--- config.mk ---
export PLATFORM = sky130hd
export DESIGN_NAME = ifetch_unit_flat
export DESIGN_NICKNAME = d
export VERILOG_FILES = /design/src/rtl/cpu_pkg.sv /design/src/rtl/ifetch_unit_if.sv /design/src/rtl/ifetch_unit_ifid_reg.sv /design/src/rtl/ifetch_unit.sv /design/src/flat_wrapper.sv
export SDC_FILE = /design/constraint.sdc
export NUM_CORES = 1
export LEC_CHECK = 0
export BUFFER_PORTS_ARGS = -buffer_cell sky130_fd_sc_hd__buf_2
export CAP_MARGIN = 10
export CORE_AREA = 2 2 132 134
export CTS_CLUSTER_DIAMETER = 80
export DETAILED_ROUTE_END_ITERATION = 10
export DIE_AREA = 0 0 134 136
export PLACE_DENSITY_LB_ADDON = 0.2
export SLEW_MARGIN = 20
export SYNTH_ARGS = -nofsm -noshare
export SYNTH_HDL_FRONTEND = slang
export SYNTH_SLANG_ARGS = --single-unit
--- constraint.sdc ---
create_clock -name clk -period 4.85 [get_ports clk]
set_input_delay 0.7275 -clock clk [delete_from_list [all_inputs] [get_ports clk]]
set_output_delay 0.7275 -clock clk [all_outputs]
set_load 0.02 [all_outputs]
--- src/rtl/cpu_pkg.sv ---
// Shared definitions for the MIPS core front end.
//   PC_W          : width of a byte program counter
//   IROM_ADDR_W   : default instruction-ROM word-address width
//   NOP_INST      : encoding used for an empty IF/ID instruction slot
//   fetch_state_e : fetch FSM states (FS_RUN normal, FS_ERR trapped)
//   addr_in_range : word-aligned and inside a ROM of 2**aw words.
//                   The data-memory side uses the same check.
package cpu_pkg;

  localparam int PC_W        = 32;
  localparam int IROM_ADDR_W = 16;

  localparam logic [PC_W-1:0] NOP_INST = 32'h0000_0000;

  typedef enum logic [0:0] {
    FS_RUN = 1'b0,
    FS_ERR = 1'b1
  } fetch_state_e;

  // True when addr is word-aligned and every bit above the word index is zero.
  function automatic logic addr_in_range(input logic [PC_W-1:0] addr,
                                         input int unsigned    aw);
    logic [PC_W-1:0] hi;
    hi = addr >> (aw + 32'd2);
    return (addr[1:0] == 2'b00) && (hi == '0);
  endfunction

endpackage

--- src/rtl/ifetch_unit_if.sv ---
// Fetch-side bus bundle: the instruction-ROM read port plus the IF/ID
// output handshake toward decode.
//   irom_addr    : ROM word address (fetch -> ROM), combinational
//   irom_inst    : ROM read data, same cycle (ROM -> fetch)
//   out_valid    : IF/ID entry valid (fetch -> decode)
//   out_ready    : decode accepts the entry (decode -> fetch)
//   out_pc       : byte PC of out_inst
//   out_pc_plus4 : out_pc + 4
//   out_inst     : fetched instruction
//
// Handshake: an entry transfers on a rising edge where out_valid and
// out_ready are both 1. While out_valid=1 and out_ready=0 the payload is
// held stable. out_valid does not depend combinationally on out_ready.
// A redirect may withdraw a valid entry without a transfer.
interface ifetch_unit_if #(
  parameter int ADDR_W = cpu_pkg::IROM_ADDR_W
);

  logic [ADDR_W-1:0] irom_addr;
  logic [31:0]       irom_inst;
  logic              out_valid;
  logic              out_ready;
  logic [31:0]       out_pc;
  logic [31:0]       out_pc_plus4;
  logic [31:0]       out_inst;

  // Fetch unit side.
  modport master (
    output irom_addr,
    input  irom_inst,
    output out_valid,
    input  out_ready,
    output out_pc,
    output out_pc_plus4,
    output out_inst
  );

  // ROM + decode side.
  modport slave (
    input  irom_addr,
    output irom_inst,
    input  out_valid,
    output out_ready,
    input  out_pc,
    input  out_pc_plus4,
    input  out_inst
  );

endinterface

--- src/rtl/ifetch_unit_ifid_reg.sv ---
// IF/ID holding register with valid/ready.
//   clk, rst_n    : clock, synchronous active-low reset
//   kill          : drop the held entry (payload registers keep their values)
//   load          : capture in_* as a new valid entry
//   ready         : downstream accepts the held entry this cycle
//   in_*          : payload to capture
//   valid, out_*  : registered entry
// Priority per edge: kill, then load, then consume.
module ifid_reg
  import cpu_pkg::*;
(
  input  logic        clk,
  input  logic        rst_n,
  input  logic        kill,
  input  logic        load,
  input  logic        ready,
  input  logic [31:0] in_pc,
  input  logic [31:0] in_pc_plus4,
  input  logic [31:0] in_inst,
  output logic        valid,
  output logic [31:0] out_pc,
  output logic [31:0] out_pc_plus4,
  output logic [31:0] out_inst
);

  always_ff @(posedge clk) begin
    if (!rst_n) begin
      valid        <= 1'b0;
      out_pc       <= '0;
      out_pc_plus4 <= '0;
      out_inst     <= NOP_INST;
    end else if (kill) begin
      valid <= 1'b0;
    end else if (load) begin
      valid        <= 1'b1;
      out_pc       <= in_pc;
      out_pc_plus4 <= in_pc_plus4;
      out_inst     <= in_inst;
    end else if (valid && ready) begin
      valid <= 1'b0;
    end
  end

endmodule

--- src/rtl/ifetch_unit.sv ---
// Instruction-fetch unit: owns the PC, reads the combinational ROM and fills
// the IF/ID register. Handles redirects, stalls and out-of-range/misaligned
// fetch traps.
//   clk, rst_n      : clock, synchronous active-low reset
//   fetch           : ROM port + IF/ID handshake (master modport)
//   stall           : no new fetch this cycle
//   redirect_valid  : taken branch/jump/flush
//   redirect_pc     : redirect byte target
//   fetch_err       : sticky fetch fault
//   fetch_count     : instructions captured into IF/ID (wraps)
//   dbg_state       : current fetch FSM state
module ifetch_unit
  import cpu_pkg::*;
#(
  parameter logic [31:0] RESET_PC = 32'h0000_0000,
  parameter int          ADDR_W   = IROM_ADDR_W
) (
  input  logic          clk,
  input  logic          rst_n,
  ifetch_unit_if.master fetch,
  input  logic          stall,
  input  logic          redirect_valid,
  input  logic [31:0]   redirect_pc,
  output logic          fetch_err,
  output logic [31:0]   fetch_count,
  output fetch_state_e  dbg_state
);

  // Last legal byte address, computed in 33 bits so pc+4 cannot wrap past it.
  localparam logic [32:0] ROM_LAST = (33'd4 << ADDR_W) - 33'd4;

  fetch_state_e state;
  logic [31:0]  pc;
  logic [31:0]  pc_plus4;
  logic         run;
  logic         free;
  logic         kill;
  logic         capture;
  logic         redirect_bad;
  logic         next_over;

  assign pc_plus4     = pc + 32'd4;
  assign run          = (state == FS_RUN);
  assign free         = !fetch.out_valid || fetch.out_ready;
  // A redirect kills the held entry even if decode is accepting it.
  assign kill         = run && redirect_valid;
  assign capture      = run && !redirect_valid && !stall && free;
  assign redirect_bad = !addr_in_range(redirect_pc, ADDR_W);
  assign next_over    = ({1'b0, pc} + 33'd4) > ROM_LAST;

  assign fetch.irom_addr = pc[ADDR_W+1:2];
  assign dbg_state       = state;

  always_ff @(posedge clk) begin
    if (!rst_n) begin
      state       <= FS_RUN;
      pc          <= RESET_PC;
      fetch_err   <= 1'b0;
      fetch_count <= '0;
    end else begin
      case (state)
        FS_RUN: begin
          if (redirect_valid) begin
            // The faulting target is kept in pc so irom_addr shows it.
            pc <= redirect_pc;
            if (redirect_bad) begin
              state     <= FS_ERR;
              fetch_err <= 1'b1;
            end
          end else if (capture) begin
            fetch_count <= fetch_count + 32'd1;
            // The last ROM word is still delivered; the fetch after it traps.
            if (next_over) begin
              state     <= FS_ERR;
              fetch_err <= 1'b1;
            end else begin
              pc <= pc_plus4;
            end
          end
        end
        FS_ERR: begin
          // Only reset leaves this state.
          state <= FS_ERR;
        end
        default: state <= FS_ERR;
      endcase
    end
  end

  ifid_reg u_ifid (
    .clk          (clk),
    .rst_n        (rst_n),
    .kill         (kill),
    .load         (capture),
    .ready        (fetch.out_ready),
    .in_pc        (pc),
    .in_pc_plus4  (pc_plus4),
    .in_inst      (fetch.irom_inst),
    .valid        (fetch.out_valid),
    .out_pc       (fetch.out_pc),
    .out_pc_plus4 (fetch.out_pc_plus4),
    .out_inst     (fetch.out_inst)
  );

endmodule

--- src/flat_wrapper.sv ---
// flat-port wrapper written by rule: the top's interface ports become plain ports
module ifetch_unit_flat import cpu_pkg::*;
#(
  parameter logic [31:0] RESET_PC = 32'h0000_0000,
  parameter int          ADDR_W   = IROM_ADDR_W
)
  (clk, rst_n, stall, redirect_valid, redirect_pc, fetch_err, fetch_count, dbg_state, fetch_irom_addr, fetch_irom_inst, fetch_out_valid, fetch_out_ready, fetch_out_pc, fetch_out_pc_plus4, fetch_out_inst);
  ifetch_unit_if #(.ADDR_W(ADDR_W)) fetch_i ();
  input  logic clk;
  input  logic rst_n;
  input  logic stall;
  input  logic redirect_valid;
  input  logic [31:0] redirect_pc;
  output logic fetch_err;
  output logic [31:0] fetch_count;
  output fetch_state_e dbg_state;
  output wire logic [$bits(fetch_i.irom_addr)-1:0] fetch_irom_addr;
  input wire logic [$bits(fetch_i.irom_inst)-1:0] fetch_irom_inst;
  output wire logic [$bits(fetch_i.out_valid)-1:0] fetch_out_valid;
  input wire logic [$bits(fetch_i.out_ready)-1:0] fetch_out_ready;
  output wire logic [$bits(fetch_i.out_pc)-1:0] fetch_out_pc;
  output wire logic [$bits(fetch_i.out_pc_plus4)-1:0] fetch_out_pc_plus4;
  output wire logic [$bits(fetch_i.out_inst)-1:0] fetch_out_inst;
  assign fetch_irom_addr = fetch_i.irom_addr;
  assign fetch_i.irom_inst = fetch_irom_inst;
  assign fetch_out_valid = fetch_i.out_valid;
  assign fetch_i.out_ready = fetch_out_ready;
  assign fetch_out_pc = fetch_i.out_pc;
  assign fetch_out_pc_plus4 = fetch_i.out_pc_plus4;
  assign fetch_out_inst = fetch_i.out_inst;
  ifetch_unit #(.RESET_PC(RESET_PC), .ADDR_W(ADDR_W)) u_core (.clk(clk), .rst_n(rst_n), .fetch(fetch_i), .stall(stall), .redirect_valid(redirect_valid), .redirect_pc(redirect_pc), .fetch_err(fetch_err), .fetch_count(fetch_count), .dbg_state(dbg_state));
endmodule
==> results of run 1 <==
## sequential cells by signal (all words and copies together), names as in the netlist
| signal | flops |
|---|---|
| u_core.dbg_state | 1 |
| u_core.fetch_count | 32 |
| u_core.fetch_err | 1 |
| u_core.pc | 32 |
| u_core.u_ifid.out_inst | 32 |
| u_core.u_ifid.out_pc | 32 |
| u_core.u_ifid.out_pc_plus4 | 30 |
| u_core.u_ifid.valid | 1 |
## cells in the final DEF, fill, tap and decap left out, types with 11 or more instances in the layout
cell type / n
and4_1: 12
o31ai_1: 18
nor2_1: 81
nor3_1: 15
dfxtp_1: 161
and2_1: 11
and3_1: 11
xor2_1: 18
nor4_1: 15
xnor2_1: 30
o21ai_0: 19
nand4_1: 17
nand3_1: 30
a211oi_1: 23
a21oi_1: 107
buf_2: 215
clkbuf_16: 17
nand2_1: 168
## logic make-up after synthesis
| logic type | after synthesis | synth area share (%) |
|---|---|---|
| AND/OR/NAND/NOR | 391 | 24.89 |
| AO/OA/AOI/OAI | 219 | 18.68 |
| flip-flops | 161 | 43.08 |
| buffers and inverters | 108 | 6.824 |
| XOR/XNOR | 48 | 5.620 |
| multiplexers | 3 | 0.4014 |
| adder cells (fa/ha/maj) | 3 | 0.5018 |
## path summary, 6_finish.rpt
path	slack, ns	cells after the start	startpoint	endpoint
setup / recovery	1.11	10	u_core.pc[2]	u_core.pc[8]
hold reg to reg	0.45	2	u_core.u_ifid.out_inst[3]	u_core.u_ifid.out_inst[3]
setup reg to reg	1.11	10	u_core.pc[2]	u_core.pc[8]
hold / removal	0.45	2	u_core.u_ifid.out_inst[3]	u_core.u_ifid.out_inst[3]
## metrics by stage
| step | utilization [%] | hold slack, ns |
|---|---|---|
| after floorplan | - | 0.4451 |
| after global placement | 50.07 | 0.4395 |
| after detailed placement | 50.07 | 0.4430 |
| after CTS | 53.90 | 0.4514 |
| after global routing | 53.90 | 0.4696 |
| final | 53.90 | 0.4510 |
## critical path, stage by stage, from the launching register on
cell and delay (ns):
dfxtp_1 0.53, ha_1 0.32, and3_1 0.42, nand3_2 0.22, a2111oi_0 0.40, o2111ai_1 0.21, a2111oi_4 0.74, a21oi_2 0.16
buf_4 0.26, o21a_1 0.20, o21a_1 0.16
## power breakdown
part / internal [W] / leakage [nW] / switching, W
Clock: 0.000906 / 0.313 / 0.000549
Combinational: 0.000131 / 2.03 / 0.000246
Sequential: 0.00138 / 1.31 / 0.0000682
Total: 0.00241 / 3.66 / 0.000864
## layer usage
layer	global-route usage (%)	up-vias
met1	33.90	3347
met3	5.220	38
met4	7.624	0
met2	37.64	280
li1	-	3545
met5	0	-
## layout make-up
type | count | area (sq um)
sequential | 161 | 3223
inverter | 11 | 43.79
timing repair buffer | 224 | 1144
tap | 225 | 281.5
clock inverter | 12 | 180.2
clock buffer | 20 | 466.7
multi-input combinational | 664 | 3757
fill | 1674 | 7780
## Yosys cell counts, drive strengths merged (4+ instances only)
library cell    n  area share, %
inv             9           0.45
or4             5           0.50
o221ai          4           0.47
o21ai          21            1.4
a311oi          5           0.59
a31o            7           0.82
a211oi         23            2.3
o31a            4           0.47
and2           11           0.92
a21oi         108            7.3
clkbuf         50            2.5
dfxtp         161             43
xnor2          30            3.5
o31ai          18            1.8
and3           11           0.92
o21a            4           0.40
nand4          18            1.7
and4           12            1.4
nor2b           5           0.42
nor3           16            1.1
or3             9           0.75
buf            47            3.8
nor4           17            1.7
nand3          31            2.1
xor2           18            2.1
nand2         169            8.6
nor2           81            4.1
==> out/qor.yml, run 1 <==
dp_worst_setup_slack_ns: 1.179
stdcell_count: 1317
syn_inst: 933
port_buffers: 215
hpwl_microns: 16020
ant_nets: 0
synth-seq-cells: 161
dr.pass1.iters: 5
async_reset_ff_share_pct: 0
critical_path_class: "register to register"
ir_drop_mv: 0.2477
core_area_sq_um: 16880
final-hold-violation-count: 0
dp.cells: 1285
drt-met1-wl_microns: 10500
crit_arrival_ns: 4.05
synth_seq_area_share_pct: 43.08
finalPower_w: 0.003275
place_congestion: 0.8977
final_max_slew_viol_count: 0
start_util_pct: 44.33
cts_buffers: 17
tightest_slew_ns: 0.9081
skew_ns: 0.01246
layout_setup_ws_ns: 1.112
h-tree-depth: 4
grt_setup_unrepaired: "false"
grt_pass1_vias: 6476
drive_above_1_share_pct: 24.82
tns_ns: 0
synth-main-ff-cell: "dfxtp_1"
clk_latency_ns: 0.42
synth.avg_cell_area_sq_um: 8.018
totalWireLength_microns: 22600
finalSetupViolCount: 0
cp-start-kind: "register"
cts_resized: 0
crit_path_end_kind: "register"
relSlewSlack_pct: 39.46
final_nets: 1151
synth-edff-count: 0
min_period_ns: 3.738
cp_max_fo: 22
die_y_microns: 136
wl_met2_microns: 10070
io_pins: 216
drv_cap: 0
drt_iter0_drc: 512
dieArea_sq_um: 18220
placed_area_sq_um: 8449
clock_tree.root_cell: "clkbuf_16"
die_w_microns: 134
synth.distinct_cells: 61
via_count: 7210
cts_setup_buffers: 0
num_rows: 48
cts_buffer_depth: 2
leakagePower_nw: 3.656
final_cell_area_sq_um: 9096
avgRoutedWirePerCell_microns: 17.16
clkSlewWorstSetupHoldPaths_ns: 0.07
syn_nets: 1005
grt_pass1_wl_microns: 35090
globalRouteTotalUtil_pct: 24.31
fin_crit_sh_pct: 77.08
postCtsHoldBufs: 0
wl_met3_microns: 1562
diodes: 0
grt_antenna_before_repair: 0
viasPerCell: 5.475
critPathRequiredTime_ns: 5.16
status: "completed"
cts_sinks: 161
syn_to_final_growth_pct: 21.59
drc: 0
clock.fmax_ghz: 0.2675
min_path_type: "register to register"
powerDensity_nw_per_um2: 360.1
top_layer_used: "met4"
cts_tree: "done"
gr-total-overflow: 0
syn-cell-area_sq_um: 7481
yosys_warnings: 0
grt_max_degree: 91
No activity file was read; power rests on OpenSTA's default activity.
==> run 2: changes to the inputs <==
==> constraint.sdc (replaced) <==
create_clock -name clk -period 3.15 [get_ports clk]
set_input_delay 0.4725 -clock clk [delete_from_list [all_inputs] [get_ports clk]]
set_output_delay 0.4725 -clock clk [all_outputs]
set_load 0.02 [all_outputs]
==> run 2 against run 1 <==
Via count grew 3.8%. Worst setup slack got worse by 0.92 ns. Clock-buffer cell count rose by 1. Critical path depth is 1 lower. Global-route usage up 1.3 points. Non-clock buffer count increased by 50. Clock skew increased by 0.00065 ns. First-iteration DRC count up 9.8%. Wire length increased by 4.7%. Sequential power is 51% higher. Final cell count rose by 3.8%. Design area up 3.5%.
==> out/qor.yml, run 2 (synthesis results as in run 1) <==
critPathRequiredTime_ns: 3.46  # was 5.16 ns
core_area_sq_um: 16880  # unchanged
dieArea_sq_um: 18220  # unchanged
die_y_microns: 136  # unchanged
post-route-util_pct: 55.76  # was 53.90%
drc: 0  # unchanged
powerDensity_nw_per_um2: 515.9  # was 360.1 nW/um^2
grt_antenna_before_repair: 0  # unchanged
critical_path_class: "register to register"  # unchanged
crit_path_end_kind: "register"  # unchanged
io_pins: 216  # unchanged
clock_tree.root_cell: "clkbuf_16"  # unchanged
cp_max_fo: 12  # was 22
cts_buffers: 17  # unchanged
drv_cap: 0  # unchanged
clock.fmax_ghz: 0.3378  # was 0.2675 GHz
tns_ns: 0  # unchanged
path_cells: "and4_1, nand3_1, o31ai_1, o211ai_1, a2111oi_4, buf_6, nand2_4, or4_1, o2111a_1"  # was ha_1, and3_1, nand3_2, a2111oi_0, o2111ai_1, a2111oi_4, a21oi_2, buf_4, o21a_1, o21a_1
final_max_slew_viol_count: 0  # unchanged
hpwl_microns: 17030  # was 16020 microns
totalWireLength_microns: 23660  # was 22600 microns
tightest_slew_ns: 0.8351  # was 0.9081 ns
cts_sinks: 161  # unchanged
finalSetupViolCount: 0  # unchanged
final_cell_area_sq_um: 9410  # was 9096 sq um
postCtsHoldBufs: 0  # unchanged
clk_latency_ns: 0.43  # was 0.42 ns
globalRouteTotalUtil_pct: 25.65  # was 24.31%
port_buffers: 215  # unchanged
crit_arrival_ns: 3.27  # was 4.05 ns
clkSlewWorstSetupHoldPaths_ns: 0.06  # was 0.07 ns
diodes: 0  # unchanged
die_w_microns: 134  # unchanged
crit_path_max_incr_delay_ns: 0.47  # was 0.74 ns
final_cell_mix: "buf_2 (215), nand2_1 (168), dfxtp_1 (161)"  # unchanged
layout_commonest_cell: "buf_2"  # unchanged
min_period_ns: 2.960  # was 3.738 ns
skew_ns: 0.01311  # was 0.01246 ns
grt_pass1_wl_microns: 36660  # was 35090 microns
fin_crit_sh_pct: 93.97  # was 77.08%
grt_max_degree: 75  # was 91
grt_pass1_vias: 6718  # was 6476
drive_above_1_share_pct: 28.20  # was 24.82%
cts_buffer_depth: 2  # unchanged
cts_setup_buffers: 0  # unchanged
leakagePower_nw: 3.873  # was 3.656 nW
n_fill_cell: 1613  # was 1674
drt_iter0_drc: 562  # was 512
multi_input_area_sq_um: 3762  # was 3757 sq um
avgRoutedWirePerCell_microns: 17.31  # was 17.16 microns
relSlewSlack_pct: 44.33  # was 39.46%
placed_area_sq_um: 8837  # was 8449 sq um
gr-total-overflow: 0  # unchanged
dr.pass1.iters: 5  # unchanged
via_count: 7484  # was 7210
num_rows: 48  # unchanged
ir_drop_mv: 0.3539  # was 0.2477 mV
ant_nets: 0  # unchanged
status: "completed"  # unchanged
cts_tree: "done"  # unchanged
finalPower_w: 0.004854  # was 0.003275 W
h-tree-depth: 4  # unchanged
final_nets: 1201  # was 1151
syn_to_final_growth_pct: 25.79  # was 21.59%
cp-start-kind: "register"  # unchanged
seq_area_sq_um: 3223  # unchanged
place_congestion: 0.9818  # was 0.8977
viasPerCell: 5.475  # about the same
cp_slowest_cell: "dfxtp_1"  # was a2111oi_4
cts_resized: 0  # unchanged
final-hold-violation-count: 0  # unchanged
start_util_pct: 44.33  # unchanged
grt_setup_unrepaired: "false"  # unchanged
min_path_type: "input pin to register"  # was register to register
## run 2: metal layers
metal / part of all wire (%) / wire length, microns / track usage (%)
met2: 44 / 10390 / 38.92
met4: 2.7 / 644 / 8.747
met5: 0 / 0 / 0
met1: 46 / 10930 / 36.17
met3: 7.2 / 1695 / 5.444
## run 2: final cells by class
cell class,count,share of cell area (%)
Tap cell,225,2.992
Multi-Input combinational cell,664,39.98
Clock inverter,11,1.104
Inverter,11,0.4654
Clock buffer,21,4.893
Timing Repair Buffer,274,16.31
Sequential cell,161,34.25
## run 2: worst paths after layout
path	start	endpoint	depth (start not counted)	slack [ns]
hold reg to reg	u_core.u_ifid.out_inst[28]	u_core.u_ifid.out_inst[28]	2	0.45
setup reg to reg	u_core.pc[7]	u_core.pc[7]	9	0.19
hold / removal	fetch_irom_inst[26]	u_core.u_ifid.out_inst[26]	3	0.28
setup / recovery	u_core.pc[7]	u_core.pc[7]	9	0.19
## run 2: power by group
part / internal [W] / leakage, nW / total (W) / switching (W)
clock: 0.00113 / 0.274 / 0.00199 / 0.000856
sequential: 0.00212 / 1.31 / 0.00217 / 0.0000550
combinational: 0.000243 / 2.29 / 0.000692 / 0.000449
## run 2: worst max-delay path: cells and delay by family, from the launching register on
kind	cells	cell delay (ns)
AOI/OAI and AO/OA	4	1.06
DFF	1	0.47
buffers and inverters	1	0.22
and+or+nand+nor	4	1.11
## run 2: stage by stage
stage | setup slack, ns | hold slack [ns] | std cells
final | 0.1899 | 0.2777 | 1367
after CTS | 0.03559 | 0.2696 | 1367
after floorplan | 0.2194 | 0.4451 | 933
after detailed placement | 0.09286 | 0.4438 | 1335
after global routing | 0.01038 | 0.2694 | 1367
after global placement | 0.1533 | 0.4385 | 1335
==> run 3: changes to the inputs <==
==> constraint.sdc (replaced) <==
create_clock -name clk -period 3.1 [get_ports clk]
set_input_delay 0.465 -clock clk [delete_from_list [all_inputs] [get_ports clk]]
set_output_delay 0.465 -clock clk [all_outputs]
set_load 0.02 [all_outputs]
==> run 3 against run 2 <==
Design area grew 0.37%. Largest power group unchanged. Clock power hardly changed. Final cell count about the same. Die area unchanged. Non-clock buffer count rose by 1. Largest cell class unchanged.
==> out/qor.yml, run 3 (synthesis results as in run 1) <==
die_y_microns: 136  # unchanged
p_comb_share_pct: 14.4  # was 14.3%
r2r_setup_slack_ns: 0.14  # was 0.19 ns
clock.fmax_ghz: 0.3382  # was 0.3378 GHz
gr-total-overflow: 0  # unchanged
avgRoutedWirePerCell_microns: 17.33  # was 17.31 microns
worstSetupStartpoint: "u_core.pc[2]"  # was u_core.pc[7]
r2r_cells: 11  # was 9
powerDensity_nw_per_um2: 522.6  # was 515.9 nW/um^2
fin_crit_sh_pct: 95.37  # was 93.97%
tns_ns: 0  # unchanged
drive_above_1_share_pct: 28.61  # was 28.20%
grt_setup_unrepaired: "false"  # unchanged
wl_met2_microns: 10440  # was 10390 microns
status: "completed"  # unchanged
r2r_end: "u_core.pc[7]"  # unchanged
r2r-start: "u_core.pc[2]"  # was u_core.pc[7]
drt-met1-wl_microns: 10830  # was 10930 microns
final_max_slew_viol_count: 0  # unchanged
cell_internal_pwr_w: 0.003561  # was 0.003494 W
clkSlewWorstSetupHoldPaths_ns: 0.06  # about the same
num_rows: 48  # unchanged
diodes: 0  # unchanged
top_layer_used: "met4"  # unchanged
io_pins: 216  # unchanged
final-hold-violation-count: 0  # unchanged
finalPower_w: 0.004936  # was 0.004854 W
cts_tree: "done"  # unchanged
critical_path_class: "register to register"  # unchanged
clk_latency_ns: 0.42  # was 0.43 ns
p_clk_share_pct: 40.8  # was 41.0%
dieArea_sq_um: 18220  # unchanged
grt_pass1_wl_microns: 36140  # was 36660 microns
cp_max_fo: 12  # unchanged
cts_buffers: 17  # unchanged
min_period_ns: 2.957  # was 2.960 ns
tightest_slew_ns: 0.9451  # was 0.8351 ns
final_cell_mix: "buf_2 (215), nand2_1 (168), dfxtp_1 (160)"  # was buf_2 (215), nand2_1 (168), dfxtp_1 (161)
dp_worst_setup_slack_ns: 0.03415  # was 0.09286 ns
layout_commonest_cell: "buf_2"  # unchanged
cts_sinks: 161  # unchanged
ant_nets: 0  # unchanged
grt_max_degree: 94  # was 75
wl_met3_microns: 1854  # was 1695 microns
hpwl_microns: 17110  # was 17030 microns
cts_buffer_depth: 2  # unchanged
start_util_pct: 44.33  # unchanged
totalWireLength_microns: 23710  # was 23660 microns
via_count: 7526  # was 7484
critPathRequiredTime_ns: 3.40  # was 3.46 ns
drc: 0  # unchanged
cp-start-kind: "register"  # unchanged
clock_tree.root_cell: "clkbuf_16"  # unchanged
h-tree-depth: 4  # unchanged
finalSetupViolCount: 0  # unchanged
crit_path_end_kind: "register"  # unchanged
crit_arrival_ns: 3.26  # was 3.27 ns
place_congestion: 0.9431  # was 0.9818
grt_pass1_vias: 6656  # was 6718
drv_cap: 0  # unchanged
syn_to_final_growth_pct: 26.26  # was 25.79%
pwr-share-seq_pct: 44.8  # was 44.7%
drt_iter0_drc: 624  # was 562
skew_ns: 0.01062  # was 0.01311 ns
post-route-util_pct: 55.97  # was 55.76%
globalRouteTotalUtil_pct: 25.24  # was 25.65%
viasPerCell: 5.501  # was 5.475
relSlewSlack_pct: 36.99  # was 44.33%
leakagePower_nw: 3.890  # was 3.873 nW
n_fill_cell: 1655  # was 1613
ir_drop_mv: 0.3820  # was 0.3539 mV
min_path_type: "input pin to register"  # unchanged
grt_antenna_before_repair: 0  # unchanged
dr.pass1.iters: 5  # unchanged
core_area_sq_um: 16880  # unchanged
whs_ns: 0.2824  # was 0.2777 ns
final_nets: 1202  # was 1201
die_w_microns: 134  # unchanged
p_sw_w: 0.001375  # was 0.001360 W
layout_setup_ws_ns: 0.1434  # was 0.1899 ns
endpoint: "u_core.pc[7]"  # unchanged
port_buffers: 215  # unchanged
p_sw_share_pct: 27.86  # was 28.02%
## run 3: area by class of cell
type / count / area [sq um] / area share (%)
clock buffer: 21 / 460.4 / 4.875
clock inverter: 11 / 105.1 / 1.113
inverter: 11 / 43.79 / 0.4636
multi-input combinational: 664 / 3779 / 40.01
sequential: 161 / 3224 / 34.14
tap: 225 / 281.5 / 2.981
timing repair buffer: 275 / 1551 / 16.43
## run 3: per-layer routing
layer  up-vias  track usage, %
met5         -               0
met4         0           9.043
met3        48           5.183
met2       324           38.23
met1      3503           35.58
li1       3651               -
## run 3: timing repair
item	in CTS	in global routing
resized for setup	0	7
hold buffers	0	0
endpoints found under the setup margin	0	15
buffers inserted	0	1
## run 3: worst max-delay path, stage by stage (launching register included)
cell and delay [ns]:
dfxtp_1 0.33, buf_4 0.18, nand3_2 0.15, nor4_4 0.30, buf_4 0.18, and4_1 0.27
xor2_1 0.15, a2111oi_4 0.46, buf_12 0.20, nand2_4 0.08, or4_1 0.40, o2111a_1 0.14
## run 3: power by group through the flow
stage | Sequential [W] | Clock [W] | Combinational (W)
floorplan | 0.00231 | 0 | 0.000382
global placement | 0.00225 | 0 | 0.000705
detailed placement | 0.00226 | 0 | 0.000707
CTS | 0.00221 | 0.00204 | 0.000709
global route | 0.00222 | 0.00213 | 0.000767
finish | 0.00221 | 0.00201 | 0.000713
## run 3: worst min-delay path by stage
stage	from	endpoint	slack, ns	depth (start not counted)
global route	fetch_irom_inst[10]	u_core.u_ifid.out_inst[10]	0.27	3
CTS	fetch_irom_inst[14]	u_core.u_ifid.out_inst[14]	0.27	3
finish	fetch_irom_inst[1]	u_core.u_ifid.out_inst[1]	0.28	3
global placement	u_core.u_ifid.out_inst[14]	u_core.u_ifid.out_inst[14]	0.44	2
detailed placement	u_core.u_ifid.out_inst[27]	u_core.u_ifid.out_inst[27]	0.44	2
floorplan	u_core.pc[0]	u_core.u_ifid.out_pc[0]	0.45	2
## run 3: per-stage QoR
| stage | instance area, sq um | instances |
|---|---|---|
| after detailed placement | 8850 | 1335 |
| after global placement | 8850 | 1335 |
| final | 9445 | 1368 |
| after global routing | 9445 | 1368 |
| after CTS | 9415 | 1367 |
| after floorplan | 7481 | 933 |
